$ cat src/rtl/cache_axi_bridge.sv
`timescale 1ns/1ps
// cache_axi_bridge
//   Converts cache-side read and write requests into AXI3-style bursts.
//   A read FSM (R_IDLE/R_AR/R_DATA) and a write FSM (W_IDLE/W_AW/W_DATA/W_RESP)
//   run independently. Line accesses become 4-beat INCR bursts of 32-bit words;
//   byte/half/word accesses become single-beat transfers.
//
// Ports
//   clk, resetn                       clock, asynchronous active-low reset
//   rd_req/rd_type/rd_addr/rd_rdy     cache read request and acceptance
//   ret_valid/ret_last/ret_data       read return beats (pass-through of R)
//   wr_req/wr_type/wr_addr/wr_wstrb/
//   wr_data/wr_rdy                    cache write request and acceptance
//   ar*/r*/aw*/w*/b*                  AXI master channels (IDs constant AXI_ID)
module cache_axi_bridge #(
  parameter logic [3:0] AXI_ID = 4'd0
) (
  input  logic         clk,
  input  logic         resetn,
  // cache read side
  input  logic         rd_req,
  input  logic [2:0]   rd_type,
  input  logic [31:0]  rd_addr,
  output logic         rd_rdy,
  output logic         ret_valid,
  output logic         ret_last,
  output logic [31:0]  ret_data,
  // cache write side
  input  logic         wr_req,
  input  logic [2:0]   wr_type,
  input  logic [31:0]  wr_addr,
  input  logic [3:0]   wr_wstrb,
  input  logic [127:0] wr_data,
  output logic         wr_rdy,
  // AXI read address
  output logic [3:0]   arid,
  output logic [31:0]  araddr,
  output logic [7:0]   arlen,
  output logic [2:0]   arsize,
  output logic [1:0]   arburst,
  output logic [1:0]   arlock,
  output logic [3:0]   arcache,
  output logic [2:0]   arprot,
  output logic         arvalid,
  input  logic         arready,
  // AXI read data
  input  logic [3:0]   rid,
  input  logic [31:0]  rdata,
  input  logic [1:0]   rresp,
  input  logic         rlast,
  input  logic         rvalid,
  output logic         rready,
  // AXI write address
  output logic [3:0]   awid,
  output logic [31:0]  awaddr,
  output logic [7:0]   awlen,
  output logic [2:0]   awsize,
  output logic [1:0]   awburst,
  output logic [1:0]   awlock,
  output logic [3:0]   awcache,
  output logic [2:0]   awprot,
  output logic         awvalid,
  input  logic         awready,
  // AXI write data
  output logic [3:0]   wid,
  output logic [31:0]  wdata,
  output logic [3:0]   wstrb,
  output logic         wlast,
  output logic         wvalid,
  input  logic         wready,
  // AXI write response
  input  logic [3:0]   bid,
  input  logic [1:0]   bresp,
  input  logic         bvalid,
  output logic         bready
);

  typedef enum logic [1:0] {R_IDLE, R_AR, R_DATA} rd_state_e;
  typedef enum logic [1:0] {W_IDLE, W_AW, W_DATA, W_RESP} wr_state_e;

  localparam logic [2:0] TYPE_LINE  = 3'b100;
  localparam logic [1:0] BURST_INCR = 2'b01;

  function automatic logic [7:0] burst_len(input logic [2:0] t);
    return (t == TYPE_LINE) ? 8'd3 : 8'd0;
  endfunction

  function automatic logic [2:0] burst_size(input logic [2:0] t);
    return (t == TYPE_LINE) ? 3'd2 : {1'b0, t[1:0]};
  endfunction

  // Line bursts always start at the 16-byte line boundary.
  function automatic logic [31:0] burst_addr(input logic [31:0] a, input logic [2:0] t);
    return (t == TYPE_LINE) ? {a[31:4], 4'b0000} : a;
  endfunction

  rd_state_e      rd_state_q, rd_state_d;
  logic [31:0]    rd_addr_q,  rd_addr_d;
  logic [2:0]     rd_type_q,  rd_type_d;

  wr_state_e      wr_state_q, wr_state_d;
  logic [31:0]    wr_addr_q,  wr_addr_d;
  logic [2:0]     wr_type_q,  wr_type_d;
  logic [3:0]     wr_wstrb_q, wr_wstrb_d;
  logic [127:0]   wr_data_q,  wr_data_d;
  logic [1:0]     beat_q,     beat_d;

  logic           rd_hazard;
  logic           wr_last_beat;

  // rid/bid/rresp/bresp carry no information this bridge acts on.
  logic           unused_inputs;
  assign unused_inputs = ^{rid, rresp, bid, bresp};

  always_ff @(posedge clk or negedge resetn) begin
    if (!resetn) begin
      rd_state_q <= R_IDLE;
      rd_addr_q  <= '0;
      rd_type_q  <= '0;
      wr_state_q <= W_IDLE;
      wr_addr_q  <= '0;
      wr_type_q  <= '0;
      wr_wstrb_q <= '0;
      wr_data_q  <= '0;
      beat_q     <= '0;
    end else begin
      rd_state_q <= rd_state_d;
      rd_addr_q  <= rd_addr_d;
      rd_type_q  <= rd_type_d;
      wr_state_q <= wr_state_d;
      wr_addr_q  <= wr_addr_d;
      wr_type_q  <= wr_type_d;
      wr_wstrb_q <= wr_wstrb_d;
      wr_data_q  <= wr_data_d;
      beat_q     <= beat_d;
    end
  end

  // A read may not overtake a buffered write to the same 16-byte line. The
  // check uses the registered write state, so a write accepted in the same
  // cycle does not block the read.
  assign rd_hazard = (wr_state_q != W_IDLE) && (wr_addr_q[31:4] == rd_addr[31:4]);

  // Read FSM
  always_comb begin
    rd_state_d = rd_state_q;
    rd_addr_d  = rd_addr_q;
    rd_type_d  = rd_type_q;
    rd_rdy     = 1'b0;
    arvalid    = 1'b0;
    rready     = 1'b0;
    case (rd_state_q)
      R_IDLE: begin
        rd_rdy = resetn && !rd_hazard;
        if (rd_req && rd_rdy) begin
          rd_addr_d  = rd_addr;
          rd_type_d  = rd_type;
          rd_state_d = R_AR;
        end
      end
      R_AR: begin
        arvalid = 1'b1;
        if (arready) rd_state_d = R_DATA;
      end
      R_DATA: begin
        rready = 1'b1;
        if (rvalid && rlast) rd_state_d = R_IDLE;
      end
      default: rd_state_d = R_IDLE;
    endcase
  end

  assign araddr    = burst_addr(rd_addr_q, rd_type_q);
  assign arlen     = burst_len(rd_type_q);
  assign arsize    = burst_size(rd_type_q);
  assign arburst   = BURST_INCR;
  assign arid      = AXI_ID;
  assign arlock    = 2'b00;
  assign arcache   = 4'b0000;
  assign arprot    = 3'b000;

  assign ret_valid = rready && rvalid;
  assign ret_last  = rready && rvalid && rlast;
  assign ret_data  = rdata;

  assign wr_last_beat = (wr_type_q == TYPE_LINE) ? (beat_q == 2'd3) : (beat_q == 2'd0);

  // Write FSM; the buffer stays intact until the B response arrives.
  always_comb begin
    wr_state_d = wr_state_q;
    wr_addr_d  = wr_addr_q;
    wr_type_d  = wr_type_q;
    wr_wstrb_d = wr_wstrb_q;
    wr_data_d  = wr_data_q;
    beat_d     = beat_q;
    wr_rdy     = 1'b0;
    awvalid    = 1'b0;
    wvalid     = 1'b0;
    wlast      = 1'b0;
    bready     = 1'b0;
    case (wr_state_q)
      W_IDLE: begin
        wr_rdy = resetn;
        if (wr_req && wr_rdy) begin
          wr_addr_d  = wr_addr;
          wr_type_d  = wr_type;
          wr_wstrb_d = wr_wstrb;
          wr_data_d  = wr_data;
          beat_d     = 2'd0;
          wr_state_d = W_AW;
        end
      end
      W_AW: begin
        awvalid = 1'b1;
        if (awready) wr_state_d = W_DATA;
      end
      W_DATA: begin
        wvalid = 1'b1;
        wlast  = wr_last_beat;
        if (wready) begin
          if (wr_last_beat) begin
            beat_d     = 2'd0;
            wr_state_d = W_RESP;
          end else begin
            beat_d = beat_q + 2'd1;
          end
        end
      end
      W_RESP: begin
        bready = 1'b1;
        if (bvalid) wr_state_d = W_IDLE;
      end
      default: wr_state_d = W_IDLE;
    endcase
  end

  assign awaddr  = burst_addr(wr_addr_q, wr_type_q);
  assign awlen   = burst_len(wr_type_q);
  assign awsize  = burst_size(wr_type_q);
  assign awburst = BURST_INCR;
  assign awid    = AXI_ID;
  assign awlock  = 2'b00;
  assign awcache = 4'b0000;
  assign awprot  = 3'b000;

  // Beat n carries wr_data[32n+31:32n].
  assign wid     = AXI_ID;
  assign wdata   = wr_data_q[{beat_q, 5'b00000} +: 32];
  assign wstrb   = (wr_type_q == TYPE_LINE) ? 4'hf : wr_wstrb_q;

endmodule

$ cat config.mk
export PLATFORM = sky130hd
export DESIGN_NAME = cache_axi_bridge
export DESIGN_NICKNAME = d
export VERILOG_FILES = /design/src/rtl/cache_axi_bridge.sv
export SDC_FILE = /design/constraint.sdc
export NUM_CORES = 1
export LEC_CHECK = 0
export ABC_AREA = 1
export ABC_CLOCK_PERIOD_IN_PS = 1800
export BUFFER_PORTS_ARGS = -buffer_cell sky130_fd_sc_hd__buf_2
export CORE_ASPECT_RATIO = 1.4
export CORE_MARGIN = 10
export CORE_UTILIZATION = 40
export CTS_BUF_LIST = sky130_fd_sc_hd__clkbuf_4 sky130_fd_sc_hd__clkbuf_8 sky130_fd_sc_hd__clkbuf_16
export DETAILED_ROUTE_END_ITERATION = 16
export PLACE_DENSITY = 0.72
export SLEW_MARGIN = 20
export SYNTH_ARGS = -nofsm -noshare
export SYNTH_HDL_FRONTEND = slang
export SYNTH_SLANG_ARGS = --single-unit
export TNS_END_PERCENT = 50
$ cat constraint.sdc
create_clock -name clk -period 1.8 [get_ports clk]
set_clock_uncertainty 0.05 [all_clocks]
set_input_delay 0 -clock clk [delete_from_list [all_inputs] [get_ports clk]]
set_output_delay 0 -clock clk [all_outputs]
set_load 0.01 [all_outputs]
==> out/results.md, run 1 <==
### Run status
• finished, violations left — status
• negative setup slack — violated checks

### Pwr
• 0.314 — portion of total power attributed to sequential cells
• 0.524 — part of the total power dissipated in combinational logic
• 11600 uW — Net Switching
• 0.00844 uW — Static Leak
• 1670 nW/um^2 — Power per Cell Area
• 17300 uW — design internal power
• 0.402 — Sw Ratio
• 1.41 mV — Peak supply drop
• 28900 uW — overall power
• 0.163 — proportion of power drawn by the clock network

### Setup path
• wr_addr_q[10] — launch point of the worst path
• 0.41 ns — Max stage delay on crit path
• reg -> out — classification of the worst setup path
• wr_addr_q[10] — Worst R2R Start
• register — startpoint types
• 1.75 ns — critical path data required time
• xnor2_1 > nand2_1 > nor2_2 > nand2_2 > nor2_4 > nand2_4 > buf_12 > nand2_4 > nor2_2 > buf_2 — worst path cell trace
• 3 — critical path fanouts, max
• output pin — critical path capture point type
• simple AND/OR/NAND/NOR gates — Worst path top cell family by delay
• 2.01 ns — signal arrival time at the worst endpoint
• 2 — Critical path buffers and inverters
• sky130_fd_sc_hd__dfrtp_1 — cell with the largest stage delay on the worst path

### Timing
• -5.00 ns — setup TNS
• 0.591 — worst slew margin relative to its limit
• 2.06 ns — clock period minus worst slack
• -0.259 ns — worst setup slack after layout
• 1.14 — period utilisation layout
• yes — setup repair after global routing missed its margin
• 0 — number of hold violations in the final report
• 0.614 ns — transition time at the pin with the least slew margin
• 0 — Final Slew Violations
• 486 MHz — upper clock frequency limit
• 86 — setup-violating endpoint count in the final report

### Final layout
• sky130_fd_sc_hd__buf_2 (320), sky130_fd_sc_hd__dlygate4sd3_1 (242), sky130_fd_sc_hd__dfrtp_1 (206) — commonest cells after routing, fill and taps aside
• 4810 um^2 — multi-input gate area in the final layout
• 1871 — number of nets in the layout
• 0.487 — fraction of final layout cells sized beyond drive strength 1
• 0.659 — final core utilization
• 5210 um^2 — Register Area
• 1716 — fill count
• sky130_fd_sc_hd__buf_2 — leading cell type in the layout, fill and taps excluded
• 61.9% — Area Overhead vs Synth

### Floorplan
• 158 um — width of the die
• 26200 um^2 — total core area
• 213 um — floorplan die height
• 70 — number of rows in the core area
• 0.407 — Initial Util
• 454 — boundary pin count
• 33700 um^2 — die outline area

### Route
• 4 — number of iterations in the first detailed-routing pass
• 48300 um — total wire length
• 5.28 — number of vias per cell after detailed routing
• 552 — iteration-0 DRC count of the detailed router
• 0 — DRC violations left
• 24.7 um — detail-routed net length per standard cell
• 0 — Detail Route Antenna Nets
• 10300 — vias post-DR

### Global routing
• 112 — largest net degree at the start of global routing
• 12 — initial antenna violation count
• 11100 — via count of the first global-routing pass
• 0.249 — total global-route track usage
• 65300 um — global-route wire length before repair
• 0 — total congestion overflow

### Clocking
• 0.52 ns — Skew-Pair Late Insertion Delay
• built — CTS tree
• 1 — level count of the clock H-tree
• 3 — maximum clock path buffer count
• 22 — clock buffers created by TritonCTS
• sky130_fd_sc_hd__clkbuf_16 — Root Buffer
• 208 — count of clock tree sinks
• 0.06 ns — clock input transition at the sequential cells of the worst setup and hold paths

### Place
• 0.817 — final weighted congestion of routability-driven global placement
• 25600 um — HPWL after detailed placement
• 0.00119 ns — Post-Place Setup Slack
• 329 — count of input and output buffers

### Synth
• 1.00 — Synth async-reset ratio
• 0 — number of synthesized flops with an enable pin
• 1050 — count of mapped cells out of synthesis
• 0 — YS warnings
• sky130_fd_sc_hd__dfrtp_1 — Most used DFF post-synth
• 10.1 um^2 — average cell area after synthesis
• 32 — Distinct cells, synth
• 0.489 — fraction of the yosys area taken by sequential cells
• 208 — flop and latch count out of synthesis
• 10700 um^2 — Post-Synthesis Cell Area

### Min path
• wr_req — start point of the worst hold path
• in -> reg — Hold WC Path Type

### Flow run
• 0 — Max Cap Violations

==> worst min-delay path, cell delays in order <==
cell                       delay [ns]
sky130_fd_sc_hd__buf_2           0.14
sky130_fd_sc_hd__nand2_1         0.07
sky130_fd_sc_hd__nand2_1         0.09
sky130_fd_sc_hd__o21ai_4         0.08
sky130_fd_sc_hd__a221oi_2        0.04
sky130_fd_sc_hd__nand3_1         0.06
sky130_fd_sc_hd__nand2_1         0.06
==> synthesized netlist by cell type (2+ instances only) <==
| library cell | number | area (um^2) |
|---|---|---|
| sky130_fd_sc_hd__ha_1 | 6 | 75.1 |
| sky130_fd_sc_hd__xor2_1 | 3 | 26.3 |
| sky130_fd_sc_hd__nand2_2 | 20 | 125 |
| sky130_fd_sc_hd__nor2_1 | 108 | 405 |
| sky130_fd_sc_hd__o21ai_0 | 71 | 355 |
| sky130_fd_sc_hd__nor2_2 | 3 | 18.8 |
| sky130_fd_sc_hd__buf_1 | 3 | 11.3 |
| sky130_fd_sc_hd__clkbuf_1 | 21 | 78.8 |
| sky130_fd_sc_hd__buf_2 | 18 | 90.1 |
| sky130_fd_sc_hd__conb_1 | 2 | 7.51 |
| sky130_fd_sc_hd__nor3_1 | 2 | 10.0 |
| sky130_fd_sc_hd__buf_12 | 2 | 40.0 |
| sky130_fd_sc_hd__xnor2_1 | 8 | 70.1 |
| sky130_fd_sc_hd__buf_6 | 11 | 124 |
| sky130_fd_sc_hd__or2_2 | 6 | 37.5 |
| sky130_fd_sc_hd__o22ai_1 | 33 | 206 |
| sky130_fd_sc_hd__buf_4 | 138 | 1040 |
| sky130_fd_sc_hd__nand4_1 | 37 | 231 |
| sky130_fd_sc_hd__mux2_2 | 149 | 1680 |
| sky130_fd_sc_hd__nand3_1 | 3 | 15.0 |
| sky130_fd_sc_hd__a21oi_1 | 19 | 95.1 |
| sky130_fd_sc_hd__inv_1 | 59 | 221 |
| sky130_fd_sc_hd__dfrtp_1 | 208 | 5200 |
| sky130_fd_sc_hd__nand2_1 | 112 | 420 |
==> power by group through the flow <==
stage               clock network [uW]  registers [uW]  logic, uW
floorplan                            0            7990       6980
global placement                     0            8300       9860
detailed placement                   0            8410      10100
CTS                               4720            8510      13200
global route                      4930            9220      16000
finish                            4690            9060      15100
==> logic make-up (layout without fill, tap and decap cells) <==
group	Yosys count	after routing	synth area share
AND/OR/NAND/NOR	294	294	0.122
buffers and inverters	253	782	0.151
flip-flops	208	208	0.489
multiplexers	150	150	0.158
AO/OA/AOI/OAI	126	126	0.0637
XOR/XNOR	11	11	0.00904
adder cells (fa/ha/maj)	6	6	0.00705
other	2	58	0.000705
==> per-stage QoR <==
| step | cell area [um^2] | instances | hold WS [ns] |
|---|---|---|---|
| final | 17200 | 1959 | 0.0263 |
| after detailed placement | 12100 | 1607 | -0.0499 |
| after floorplan | 10800 | 1096 | -0.346 |
| after global placement | 12100 | 1607 | -0.0499 |
| after global routing | 17200 | 1955 | 0.0604 |
| after CTS | 16400 | 1934 | 0.0499 |
==> what timing repair did <==
| action | 4_1_cts | 5_1_grt |
|---|---|---|
| resized for setup | 174 | 173 |
| hold buffers | 242 | 0 |
| buffers inserted | 29 | 13 |
| gates cloned | 17 | 11 |
| pin swaps | 39 | 45 |
| endpoints found under the hold margin | 448 | 0 |
| setup endpoints to repair | 46 | 236 |
==> final cells by class <==
type | count | area share
Timing Repair Buffer | 682 | 0.338
Tap cell | 324 | 0.0235
Multi-Input combinational cell | 635 | 0.279
Inverter | 60 | 0.0142
Clock inverter | 8 | 0.00392
Clock buffer | 32 | 0.0384
Sequential cell | 208 | 0.302
Antenna cell | 10 | 0.00145
==> path summary, 6_finish.rpt <==
check | end | slack (ns) | cells after the start
min reg2reg | rd_addr_q[12] | 0.42 | 2
max | rd_rdy | -0.26 | 10
max reg2reg | rd_addr_q[18] | -0.10 | 11
min in group asynchronous | wr_addr_q[25] | 0.13 | 3
min | wr_state_q[1] | 0.03 | 7
max in group asynchronous | wr_data_q[50] | 1.09 | 3
==> metal layers <==
layer / GRT usage / wire, um / up-vias
met4: 0.101 / 2500 / 4
met5: 0 / 18 / -
met1: 0.250 / 15400 / 5038
met3: 0.0719 / 4810 / 169
met2: 0.465 / 25600 / 684
li1: - / - / 4444
==> registers in the layout, summed over array words and instances, names as in the netlist <==
signal and count:
wr_data_q 128, rd_addr_q 32, wr_addr_q 32, wr_wstrb_q 4, rd_type_q 3, wr_type_q 3, beat_q 2, rd_state_q 2
wr_state_q 2
Note: power is estimated with default switching activity, not from simulation.
==> run 2: changes to the inputs <==
- SKIP_LAST_GASP: default -> 1
==> run 2 against run 1 <==
- the flow still finishes with violations (negative setup slack)
- clock-buffer cell count stayed put
- global-route usage is 0.20 points lower
- via count is 0.30% lower
- flip-flop and latch count stayed put
- die area stayed put
- utilization is 0.15 points lower
- hold slack hardly changed
- register-to-register slack worse by 0.04 ns
- clock power hardly changed
- first-iteration DRC count is 12% lower
- non-clock buffer count is 3 higher
- worst setup slack better by 0.015 ns
- critical endpoint unchanged
==> out/results.md, run 2 (synthesis gave the netlist of run 1 again) <==
### Setup path
• register — startpoint types
• reg -> out — classification of the worst setup path
• 1.75 ns — critical path data required time
• 4 — critical path fanouts, max
• 11 — cell count of the worst reg-to-reg path
• sky130_fd_sc_hd__nor2_1 — most used cell, CP
• rd_addr_q[5] — critical register-to-register path endpoint
• nor2_1 > nor2_1 > nor2_2 > nand3_2 > nor2_2 > nand2_4 > buf_12 > nand2_2 > nor2_1 > buf_2 — worst path cell trace
• wr_addr_q[14] — Worst R2R Start
• 1.99 ns — signal arrival time at the worst endpoint
• sky130_fd_sc_hd__dfrtp_1 — cell with the largest stage delay on the worst path
• 0.41 ns — Max stage delay on crit path
• 2 — Critical path buffers and inverters
• output pin — critical path capture point type
• -0.14 ns — setup slack on the worst flop-to-flop path
• simple AND/OR/NAND/NOR gates — Worst path top cell family by delay

### Timing
• -0.245 ns — worst setup slack after layout
• 0.638 ns — transition time at the pin with the least slew margin
• 2.04 ns — clock period minus worst slack
• -5.76 ns — setup TNS
• 489 MHz — upper clock frequency limit
• 0.575 — worst slew margin relative to its limit
• 104 — setup-violating endpoint count in the final report
• 1.14 — period utilisation layout
• 0 — number of hold violations in the final report
• 0.0262 ns — Fin Hold WS
• yes — setup repair after global routing missed its margin
• 0 — Final Slew Violations

### Final layout
• 61.5% — Area Overhead vs Synth
• wr_data_q (128), rd_addr_q (32), wr_addr_q (32) — largest registers in the final layout
• 1874 — number of nets in the layout
• sky130_fd_sc_hd__buf_2 — leading cell type in the layout, fill and taps excluded
• 128 — max FFs per register
• 4750 um^2 — multi-input gate area in the final layout
• 0.481 — fraction of final layout cells sized beyond drive strength 1
• 5210 um^2 — Register Area
• 1735 — fill count
• 1961 — count of placed standard cells in the final layout, fillers left out
• wr_data_q — largest register by flop count
• sky130_fd_sc_hd__buf_2 (322), sky130_fd_sc_hd__dlygate4sd3_1 (242), sky130_fd_sc_hd__dfrtp_1 (206) — commonest cells after routing, fill and taps aside

### Min path
• wr_state_q[1] — Worst Hold Path EP
• wr_req — start point of the worst hold path
• 7 — cell depth of the worst hold path
• in -> reg — Hold WC Path Type

### Clocking
• 22 — clock buffers created by TritonCTS
• 0.52 ns — Skew-Pair Late Insertion Delay
• 0.06 ns — clock input transition at the sequential cells of the worst setup and hold paths
• 208 — count of clock tree sinks
• sky130_fd_sc_hd__clkbuf_16 — Root Buffer
• 3 — maximum clock path buffer count
• built — CTS tree
• 1 — level count of the clock H-tree

### Global routing
• 11000 — via count of the first global-routing pass
• 0.458 — met2 Resource Use GR
• met2 — layer carrying the most global-route usage
• 0.0725 — met3 track demand over resource
• 64700 um — global-route wire length before repair
• 112 — largest net degree at the start of global routing
• 0.249 — global-route track usage on met1
• 0 — total congestion overflow
• 0.247 — total global-route track usage
• 12 — initial antenna violation count

### Pwr
• 0.00838 uW — Static Leak
• 0.314 — portion of total power attributed to sequential cells
• 0.400 — Sw Ratio
• 17200 uW — design internal power
• 0.163 — proportion of power drawn by the clock network
• 1670 nW/um^2 — Power per Cell Area
• 1.29 mV — Peak supply drop
• 11500 uW — Net Switching
• 0.523 — part of the total power dissipated in combinational logic

### Floorplan
• 454 — boundary pin count
• 0.407 — Initial Util
• 33700 um^2 — die outline area
• 213 um — floorplan die height
• 26200 um^2 — total core area
• 70 — number of rows in the core area
• 158 um — width of the die

### Place
• 1607 — number of placed cells counting well taps
• 0.817 — final weighted congestion of routability-driven global placement
• 25600 um — HPWL after detailed placement
• 329 — count of input and output buffers

### Route
• 5 — number of iterations in the first detailed-routing pass
• 5.26 — number of vias per cell after detailed routing
• 0 — Detail Route Antenna Nets
• 487 — iteration-0 DRC count of the detailed router
• 10300 — vias post-DR
• 0 — DRC violations left
• 47600 um — total wire length
• 24.2 um — detail-routed net length per standard cell

### Run status
• negative setup slack — violated checks
• finished, violations left — status

### Flow run
• 0 — Max Cap Violations

==> run 2: cell count changes in the layout (fill, tap and decap cells not counted), moves of 9 or more <==
| cell | delta |
|---|---|
| sky130_fd_sc_hd__buf_6 | -12 |
| sky130_fd_sc_hd__nor2_2 | -15 |
| sky130_fd_sc_hd__mux2_2 | +18 |
| sky130_fd_sc_hd__mux2_4 | -18 |
| sky130_fd_sc_hd__nor2_1 | +9 |
| sky130_fd_sc_hd__buf_4 | +10 |
==> run 2: area by class of cell <==
cell class                 instances  share of cell area
antenna                            9             0.00131
clock buffer                      32              0.0385
timing repair buffer             685               0.340
inverter                          60              0.0143
tap                              324              0.0236
sequential                       208               0.303
multi-input combinational        635               0.276
clock inverter                     8             0.00393
==> run 2: repair_timing <==
item / in CTS / in global routing
hold buffers: 242 / 0
resized for setup: 129 / 177
buffers inserted: 29 / 13
endpoints found under the setup margin: 46 / 236
pin swaps: 31 / 53
cloned: 17 / 15
hold endpoints to repair: 448 / 0
==> run 2: per-layer routing <==
metal  wire length [um]  vias up
met5                 32        -
met4               2060        6
met3               4600      149
met2              25300      666
met1              15500     5038
li1                   -     4449
==> run 2: worst reg2reg max path: stages (launching register included) <==
cell and delay [ns]:
sky130_fd_sc_hd__dfrtp_1 0.41, sky130_fd_sc_hd__nor2_1 0.10, sky130_fd_sc_hd__nor2_1 0.06, sky130_fd_sc_hd__nor2_2 0.18, sky130_fd_sc_hd__nand3_2 0.14, sky130_fd_sc_hd__nor2_2 0.17, sky130_fd_sc_hd__nand2_4 0.07, sky130_fd_sc_hd__buf_4 0.16
sky130_fd_sc_hd__nand3_4 0.18, sky130_fd_sc_hd__clkbuf_16 0.21, sky130_fd_sc_hd__nand2_2 0.05, sky130_fd_sc_hd__nand2_1 0.09
==> run 2: through the flow <==
step / setup slack, ns / utilization / instance area (um^2) / total power [uW]
6_report: -0.245 / 0.657 / 17200 / 28700
5_1_grt: -0.368 / 0.657 / 17200 / 30000
4_1_cts: -0.265 / 0.624 / 16300 / 26300
2_1_floorplan: 0.00121 / - / 10800 / 15000
3_3_place_gp: 0.0239 / 0.461 / 12100 / 18200
3_5_place_dp: 0.00119 / 0.461 / 12100 / 18500
==> run 2: power groups by stage <==
stage | Sequential [uW] | Clock [uW] | Combinational [uW]
detailed placement | 8410 | 0 | 10100
CTS | 8470 | 4720 | 13100
floorplan | 7990 | 0 | 6980
global route | 9170 | 4920 | 15900
finish | 9000 | 4670 | 15000
global placement | 8300 | 0 | 9860
==> run 2: worst max-delay path by stage <==
stage,startpoint,end,slack [ns],depth (start not counted)
6_report,wr_addr_q[14],rd_rdy,-0.24,10
5_1_grt,wr_addr_q[14],rd_rdy,-0.37,10
4_1_cts,wr_state_q[1],rd_rdy,-0.27,12
3_3_place_gp,wr_state_q[0],rd_addr_q[26],0.02,12
3_5_place_dp,wr_state_q[1],rd_state_q[0],0.001,11
2_1_floorplan,wr_state_q[0],wr_addr_q[6],0.001,8
